$ cat src/rtl/data_sram_bridge.sv
// data_sram_bridge: adapts the M-stage single-cycle SRAM-style data port
// to a split request/response bus (req/addr_ok then data_ok).
// The pipeline is held through stall_mem while a transaction is in flight.
// Optional build macro DATA_SRAM_BRIDGE_ALIGN_CHECK_EN adds misaligned
// access detection: adel/ades outputs, and no bus request is issued.
module data_sram_bridge #(
    parameter int AW = 32,
    parameter int DW = 32
) (
    input  logic          clk,
    input  logic          rst,
    input  logic          mem_enM,
    input  logic          memwriteM,
    input  logic [3:0]    sig_write,
    input  logic [1:0]    sizeM,
    input  logic [AW-1:0] aluoutM,
    input  logic [DW-1:0] writedataM,
    input  logic          stall_in,
    output logic [DW-1:0] readdataM,
    output logic          stall_mem,
    output logic          req,
    output logic          wr,
    output logic [1:0]    size,
    output logic [AW-1:0] addr,
    output logic [3:0]    wstrb,
    output logic [DW-1:0] wdata,
    input  logic          addr_ok,
    input  logic          data_ok,
    input  logic [DW-1:0] rdata
`ifdef DATA_SRAM_BRIDGE_ALIGN_CHECK_EN
    ,
    output logic          adel,
    output logic          ades
`endif
);

    typedef enum logic [1:0] {
        IDLE = 2'd0,
        ADDR = 2'd1,
        DATA = 2'd2,
        DONE = 2'd3
    } state_t;

    state_t        state_q;
    logic          wr_q;
    logic [1:0]    size_q;
    logic [AW-1:0] addr_q;
    logic [3:0]    wstrb_q;
    logic [DW-1:0] wdata_q;
    logic [DW-1:0] rbuf_q;

    logic          misaligned;
    logic          issue;
    logic [3:0]    strb_in;

    // Misalignment detection; compiled out, every access goes to the bus.
    always_comb begin
`ifdef DATA_SRAM_BRIDGE_ALIGN_CHECK_EN
        misaligned = ((sizeM == 2'd1) && aluoutM[0]) ||
                     ((sizeM == 2'd2) && (aluoutM[1:0] != 2'b00));
`else
        misaligned = 1'b0;
`endif
        issue   = mem_enM && !misaligned;
        strb_in = memwriteM ? sig_write : 4'b0000;
    end

    // FSM and request/response registers: latch on issue, capture load data.
    always_ff @(posedge clk or negedge rst) begin
        if (!rst) begin
            state_q <= IDLE;
            wr_q    <= 1'b0;
            size_q  <= 2'd0;
            addr_q  <= '0;
            wstrb_q <= 4'b0000;
            wdata_q <= '0;
            rbuf_q  <= '0;
        end else begin
            case (state_q)
                IDLE: begin
                    if (issue) begin
                        wr_q    <= memwriteM;
                        size_q  <= sizeM;
                        addr_q  <= aluoutM;
                        wstrb_q <= strb_in;
                        wdata_q <= writedataM;
                        state_q <= addr_ok ? DATA : ADDR;
                    end
                end
                ADDR: begin
                    if (addr_ok) begin
                        state_q <= DATA;
                    end
                end
                DATA: begin
                    if (data_ok) begin
                        if (!wr_q) begin
                            rbuf_q <= rdata;
                        end
                        state_q <= DONE;
                    end
                end
                DONE: begin
                    // Hold here while the pipeline is frozen elsewhere so the
                    // same instruction is not re-issued.
                    if (!stall_in) begin
                        state_q <= IDLE;
                    end
                end
                default: state_q <= IDLE;
            endcase
        end
    end

    // Bus and pipeline outputs: live M-stage fields in IDLE, latched copy after.
    always_comb begin
        req       = 1'b0;
        stall_mem = 1'b0;
        wr        = 1'b0;
        size      = 2'd0;
        addr      = '0;
        wstrb     = 4'b0000;
        wdata     = '0;
        if (rst) begin
            if (state_q == IDLE) begin
                req       = issue;
                stall_mem = issue;
                wr        = memwriteM;
                size      = sizeM;
                addr      = aluoutM;
                wstrb     = strb_in;
                wdata     = writedataM;
            end else begin
                req       = (state_q == ADDR);
                stall_mem = (state_q == ADDR) || (state_q == DATA);
                wr        = wr_q;
                size      = size_q;
                addr      = addr_q;
                wstrb     = wstrb_q;
                wdata     = wdata_q;
            end
        end
    end

    assign readdataM = rbuf_q;

`ifdef DATA_SRAM_BRIDGE_ALIGN_CHECK_EN
    // Address-error flags pulse only while the offending access is presented.
    always_comb begin
        adel = rst && (state_q == IDLE) && mem_enM && misaligned && !memwriteM;
        ades = rst && (state_q == IDLE) && mem_enM && misaligned && memwriteM;
    end
`endif

endmodule

$ cat config.mk
export PLATFORM = sky130hd
export DESIGN_NAME = data_sram_bridge
export DESIGN_NICKNAME = d
export VERILOG_FILES = /design/src/rtl/data_sram_bridge.sv
export SDC_FILE = /design/constraint.sdc
export NUM_CORES = 1
export LEC_CHECK = 0
export CORE_ASPECT_RATIO = 0.8
export CORE_MARGIN = 2
export CORE_UTILIZATION = 35
export CTS_BUF_LIST = sky130_fd_sc_hd__clkbuf_16
export DETAILED_ROUTE_END_ITERATION = 12
export PLACE_DENSITY = 0.66
export SYNTH_ARGS = -nofsm -noshare
export SYNTH_HDL_FRONTEND = slang
export SYNTH_SLANG_ARGS = --single-unit
$ cat constraint.sdc
create_clock -name clk -period 3.4 [get_ports clk]
set_clock_uncertainty 0.05 [all_clocks]
set_input_delay 0.68 -clock clk [delete_from_list [all_inputs] [get_ports clk]]
set_output_delay 0.68 -clock clk [all_outputs]
set_load 0.02 [all_outputs]
==> results of run 1 <==
-- flip-flops by register name (all words and copies together), names as in the netlist --
signal and count:
wdata_q 32, readdataM 32, addr_q 32, size_q 2, wstrb_q 4, state_q 2
wr_q 1
-- logic make-up (layout without fill, tap and decap cells) --
logic type / count (synthesis) / after routing / share of synthesized area, %
muxes: 169 / 169 / 35.88
DFF: 105 / 105 / 47.72
and+or+nand+nor: 93 / 93 / 10.18
buffers and inverters: 32 / 239 / 3.749
AOI/OAI and AO/OA: 11 / 11 / 1.341
adders and majority gates: 5 / 5 / 1.136
-- layer usage --
metal,routed length (um),vias to the layer above
met5,0,-
met4,327,0
met3,853,20
met2,6322,116
met1,6034,1848
li1,-,1819
-- worst max-delay path, delay by kind of cell, from the launching register on --
kind                     cells  cell delay (ns)
buffers and inverters        3             1.05
adder cells (fa/ha/maj)      1             0.19
flip-flops                   1             0.41
multiplexers                 1             0.13
AND/OR/NAND/NOR              1             0.15
-- per-stage QoR --
stage / hold slack [ns] / utilization, % / instance area [um2] / cells / power [W]
after floorplan: 0.3344 / - / 5507 / 415 / 0.004856
after global placement: 0.4152 / 51.53 / 7840 / 816 / 0.006289
after detailed placement: 0.4278 / 51.53 / 7840 / 816 / 0.006382
after CTS: 0.09838 / 53.36 / 8119 / 832 / 0.007430
after global routing: 0.1023 / 53.36 / 8119 / 832 / 0.007798
final: 0.1151 / 53.36 / 8119 / 832 / 0.007334
-- worst max-delay path by stage --
stage | cells past startpoint | end | start
after global placement | 4 | wstrb[3] | memwriteM
final | 6 | addr[23] | state_q[0]
after detailed placement | 4 | wstrb[2] | memwriteM
after global routing | 5 | wstrb[2] | state_q[0]
after CTS | 6 | addr[23] | state_q[0]
after floorplan | 6 | req | state_q[0]
-- placed cells by master (no fill, tap or decap), types with 2 or more instances in the layout --
| cell | instances |
|---|---|
| a21boi_0 | 6 |
| buf_12 | 5 |
| buf_4 | 2 |
| clkbuf_16 | 9 |
| clkdlybuf4s50_1 | 212 |
| dfrtp_1 | 105 |
| ha_1 | 4 |
| inv_1 | 4 |
| inv_6 | 2 |
| mux2_1 | 6 |
| mux2_2 | 53 |
| mux2_4 | 42 |
| mux2i_1 | 68 |
| nand2_1 | 12 |
| nand2b_1 | 8 |
| nand3_1 | 4 |
| nor2b_1 | 67 |
| o21ai_0 | 4 |
-- cell type report --
| class | instances | share of cell area (%) |
|---|---|---|
| timing repair buffer | 220 | 27.69 |
| clock buffer | 9 | 2.774 |
| multi-input combinational | 278 | 33.13 |
| sequential | 105 | 32.36 |
| inverter | 3 | 0.1387 |
| tap | 210 | 3.236 |
| clock inverter | 7 | 0.6627 |
-- power groups by stage --
stage	Sequential [W]	Combinational [W]	Clock, W
finish	0.00222	0.00411	0.00100
global route	0.00231	0.00439	0.00110
CTS	0.00223	0.00416	0.00104
detailed placement	0.00224	0.00414	0
global placement	0.00221	0.00408	0
floorplan	0.00241	0.00245	0
==> run metrics, run 1 <==
flop-to-flop setup slack=a little over 1 ns; multi-input logic area=between 0.002 and 0.003 mm2; Core Box Area=~0.015 mm2; Clk pwr share=a little over an eighth; required time worst endpoint=between 2 and 3 ns; min Tclk post-route=between 3 and 4 ns; syn_nets=about 530; I/O pin count=approximately 210; RSZ-0062 raised after global routing=false; Pwr Density=about 900 mW/mm2; met2 Use GR=between 20% and 30%; CTS sink cnt=105; setup tns final=0 ns; Reg area=between 0.002 and 0.003 mm2; Area contributors post-synth=dfrtp_1 (48%), mux2i_1 (12%), mux2_4 (11%), mux2_2 (11%), nor2b_1 (7.6%); Clk pin slew, worst setup/hold paths=0.07 ns; critical-path cell list=inv_1 -> ha_4 -> buf_12 -> mux2i_1 -> nor2b_1 -> clkdlybuf4s50_1; Synth top cells by count=dfrtp_1 (105), mux2i_1 (68), nor2b_1 (67), mux2_2 (53), mux2_4 (42); dpl hpwl=around 9600 um; crit end category=primary output; Crit-path slowest cell=clkdlybuf4s50_1; drt via density=between 4 and 5; most numerous cell in the Yosys netlist=dfrtp_1; Worst-Margin Slew=~0.66 ns; final hold violation count=0; Yosys reg bits=about 110; # fillers=1324; Syn Inst Count=between 400 and 500; WL per Instance=about 16 um; Max clock buf depth=2; Startpoint Class=flop; hold buffer count at CTS=0; Root Driver=clkbuf_16; Post-synth EDFFs=0; met1 GRT Util=a little over a fifth; first-pass GRT wire length=about 21000 um; post-route ant nets=0; Clock Latency Late Sink=between 0.3 and 0.4 ns; Setup WS post-layout=approximately 0.34 ns; Pint=0.004665 W; vias in the first global route=about 4100; max-cap violation count=0; Seq/Total Area, Yosys=47.72%; cts repair resizes=0; f_max=about 330 MHz; Crit Reg-Reg Endpoint=addr_q[27]; Residual DRC=0; routed vias=approximately 3800; WL final=around 14000 um; data arrival time of the worst path=2.33 ns; DRT iter0 DRCs=around 100; layout cells sized above 1=19.45%; combinational power share=~56%; Crit path largest cell delay=0.62 ns; Cell Rows=40; Die W=roughly 140 um; Die Footprint=between 0.015 and 0.02 mm2; setup bufs post-CTS=0; Pins Over Slew Limit=0; Async SR Flop Fraction=100.0%; Synth top area share=47.72%; crit share post-route=around 90%; CTS tree=built; first-pass detailed-route iteration total=4; Peak VDD IR=between 0.3 and 0.4 mV; largest net degree at the start of global routing=57; P_sw=between 0.002 and 0.003 W; antenna fix cells=0; Slew headroom=56.21%; Final Setup Violations=0; top_reg_cell synth=dfrtp_1; Synthesis Warnings=0; count of different cell masters after synthesis=20; Crit Path Class=reg2out; H-tree depth=3; synthesized cell area=0.005507 mm2; GRT Total Usage=~16%; IO buf count=213; FF-to-FF Start=state_q[0]; net count reported at finish=roughly 730; total grt overflow=0; power share of the sequential group=between 30 and 40%; initial antenna violation count=0; Die Y=116.2 um; Worst Hold Class=in2async; Leak=3.496 nW; Final GP Congestion=~0.73; met3 Track Usage GR=around 4.6%; worst-case reg-to-reg path depth=5; Syn-to-layout area delta=47.44%; global routing's busiest layer=met2; sw frac=36.40%; critical-path maximum fanout=between 40 and 50; Starting Density=a little over a third; post-synth top area cell=dfrtp_1; Place WS=~0.35 ns; number of CTS-inserted buffers=9; status=finished clean; Syn Area/Cell=13.27 um2
(Power assumes the default switching activity.)
==> run 2, diff against run 1 <==
--- a/config.mk
+++ b/config.mk
@@ -14,3 +14,4 @@
 export SYNTH_ARGS = -nofsm -noshare
 export SYNTH_HDL_FRONTEND = slang
 export SYNTH_SLANG_ARGS = --single-unit
+export TNS_END_PERCENT = 100
==> results of run 2 <==
The final DEF is identical to that of run 1; final timing and power are the same.
==> run 3, diff against run 2 <==
--- a/config.mk
+++ b/config.mk
@@ -7,10 +7,10 @@
 export LEC_CHECK = 0
 export CORE_ASPECT_RATIO = 0.8
 export CORE_MARGIN = 2
-export CORE_UTILIZATION = 35
-export CTS_BUF_LIST = sky130_fd_sc_hd__clkbuf_16
+export CORE_UTILIZATION = 48
+export CTS_CLUSTER_DIAMETER = 60
 export DETAILED_ROUTE_END_ITERATION = 12
-export PLACE_DENSITY = 0.66
+export PLACE_DENSITY = 0.87
 export SYNTH_ARGS = -nofsm -noshare
 export SYNTH_HDL_FRONTEND = slang
 export SYNTH_SLANG_ARGS = --single-unit
==> run metrics, run 3 (synthesis results as in run 1) <==
crit end category=primary output; Crit Reg-Reg Endpoint=wdata_q[9]; worst-case reg-to-reg path depth=5; setup tns final=0 ns; final hold violation count=0; Final Power=0.007463 W; critical-path maximum fanout=19; largest net degree at the start of global routing=54; drt via density=5.001; P_sw=approximately 0.0027 W; first-pass GRT wire length=~21000 um; Clock Latency Late Sink=~0.34 ns; post-route ant nets=0; Core Box Area=about 0.011 mm2; antenna fix cells=0; Peak VDD IR=slightly below 0.5 mV; Pwr Density=~900 mW/mm2; global routing's busiest layer=met2; Place WS=~0.33 ns; Die Footprint=0.01235 mm2; net count reported at finish=about 740; Die Y=about 100 um; Worst-Margin Slew=about 0.64 ns; FF-to-FF Start=state_q[0]; WL final=13230 um; Crit Path Class=reg2out; met2 Use GR=a little under two fifths; Clk pin slew, worst setup/hold paths=around 0.070 ns; f_max=between 300 and 400 MHz; Die W=about 120 um; cts repair resizes=0; RSZ-0062 raised after global routing=false; IO buf count=between 200 and 250; placed insts=759; first-pass detailed-route iteration total=4; initial antenna violation count=0; Setup WS post-layout=0.2913 ns; CTS tree=built; Leak=approximately 3.5 nW; GRT Total Usage=a little over a fifth; Worst Hold Class=in2async; Syn-to-layout area delta=47.44%; Cell Rows=34; data arrival time of the worst path=about 2.4 ns; routed vias=between 3000 and 4000; most common cell after layout, fill and taps aside=clkdlybuf4s50_1; Pint=approximately 0.0048 W; # fillers=between 700 and 800; max-cap violation count=0; sw frac=a little over a third; fin cells=around 780; Pins Over Slew Limit=0; flop-to-flop setup slack=between 1 and 1.5 ns; crit share post-route=about nine tenths; required time worst endpoint=between 2 and 3 ns; H-tree depth=3; power share of the sequential group=between 30% and 40%; WL per Instance=~17 um; met1 GRT Util=a little over a quarter; Slew headroom=between 50% and 60%; Starting Density=roughly half; number of CTS-inserted buffers=9; DRT iter0 DRCs=~110; most frequent cells in the layout=clkdlybuf4s50_1 (212), dfrtp_1 (105), mux2i_1 (68), nor2b_1 (67), mux2_2 (53); layout cells sized above 1=20.73%; total grt overflow=0; I/O pin count=around 210; combinational power share=between 50% and 60%; dpl hpwl=between 9000 and 10000 um; met3 Track Usage GR=between 5 and 6%; Final Setup Violations=0; Residual DRC=0; Core Util, Final=73.69%; Max clock buf depth=2; status=finished clean; Clk pwr share=between 10% and 20%; Startpoint Class=flop; Final GP Congestion=between 0.7 and 0.8; min Tclk post-route=about 3.1 ns; Root Driver=clkbuf_16; vias in the first global route=slightly above 4000; CTS sink cnt=approximately 110
-- run 3: cell count changes in the layout (fill, tap and decap cells not counted), moves of 2 or more --
| cell | change |
|---|---|
| buf_4 | +11 |
| clkbuf_8 | +2 |
| buf_12 | -2 |
| inv_6 | -2 |
-- run 3: area by class of cell --
cell class	instances	area (um2)	share of cell area (%)
well taps	144	180.2	2.219
clock inverters	4	51.30	0.6318
clock buffers	12	256.5	3.159
inverters	3	11.26	0.1387
flip-flops and latches	105	2628	32.36
repair buffers	230	2302	28.36
multi-input cells	278	2690	33.13
-- run 3: power groups by stage --
stage / Clock [W] / Combinational, W / Sequential [W]
CTS: 0.00110 / 0.00418 / 0.00224
global route: 0.00115 / 0.00442 / 0.00232
global placement: 0 / 0.00406 / 0.00220
finish: 0.00107 / 0.00415 / 0.00224
floorplan: 0 / 0.00245 / 0.00241
detailed placement: 0 / 0.00415 / 0.00226
-- run 3: through the flow --
stage | hold slack, ns | area [um2]
after global routing | 0.1937 | 8119
after global placement | 0.4168 | 7800
final | 0.1876 | 8119
after floorplan | 0.3344 | 5507
after CTS | 0.1842 | 8108
after detailed placement | 0.4274 | 7800
-- run 3: worst max path at each step --
stage | startpoint | to | slack, ns | depth (start not counted)
floorplan | state_q[0] | req | 1.07 | 6
global placement | memwriteM | wstrb[3] | 0.35 | 4
detailed placement | memwriteM | wstrb[3] | 0.33 | 4
CTS | state_q[0] | addr[25] | 0.13 | 6
global route | state_q[1] | addr[25] | 0.12 | 6
finish | state_q[0] | addr[24] | 0.29 | 6
-- run 3: layer usage --
layer | vias up | wire [um] | part of all wire (%)
met3 | 9 | 889 | 6.7
li1 | 1846 | - | -
met2 | 122 | 6712 | 51
met1 | 1904 | 5534 | 42
met4 | 0 | 93 | 0.70
met5 | - | 0 | 0
-- run 3: critical path: stages, from the launching register on --
cell	delay [ns]
dfrtp_1	0.42
inv_1	0.17
ha_4	0.31
buf_12	0.22
mux2i_1	0.09
nor2b_1	0.19
clkdlybuf4s50_1	0.64
-- run 3: repair_timing --
item / CTS / global route
endpoints found under the setup margin: 0 / 1
hold buffers: 0 / 0
buffers inserted: 0 / 1
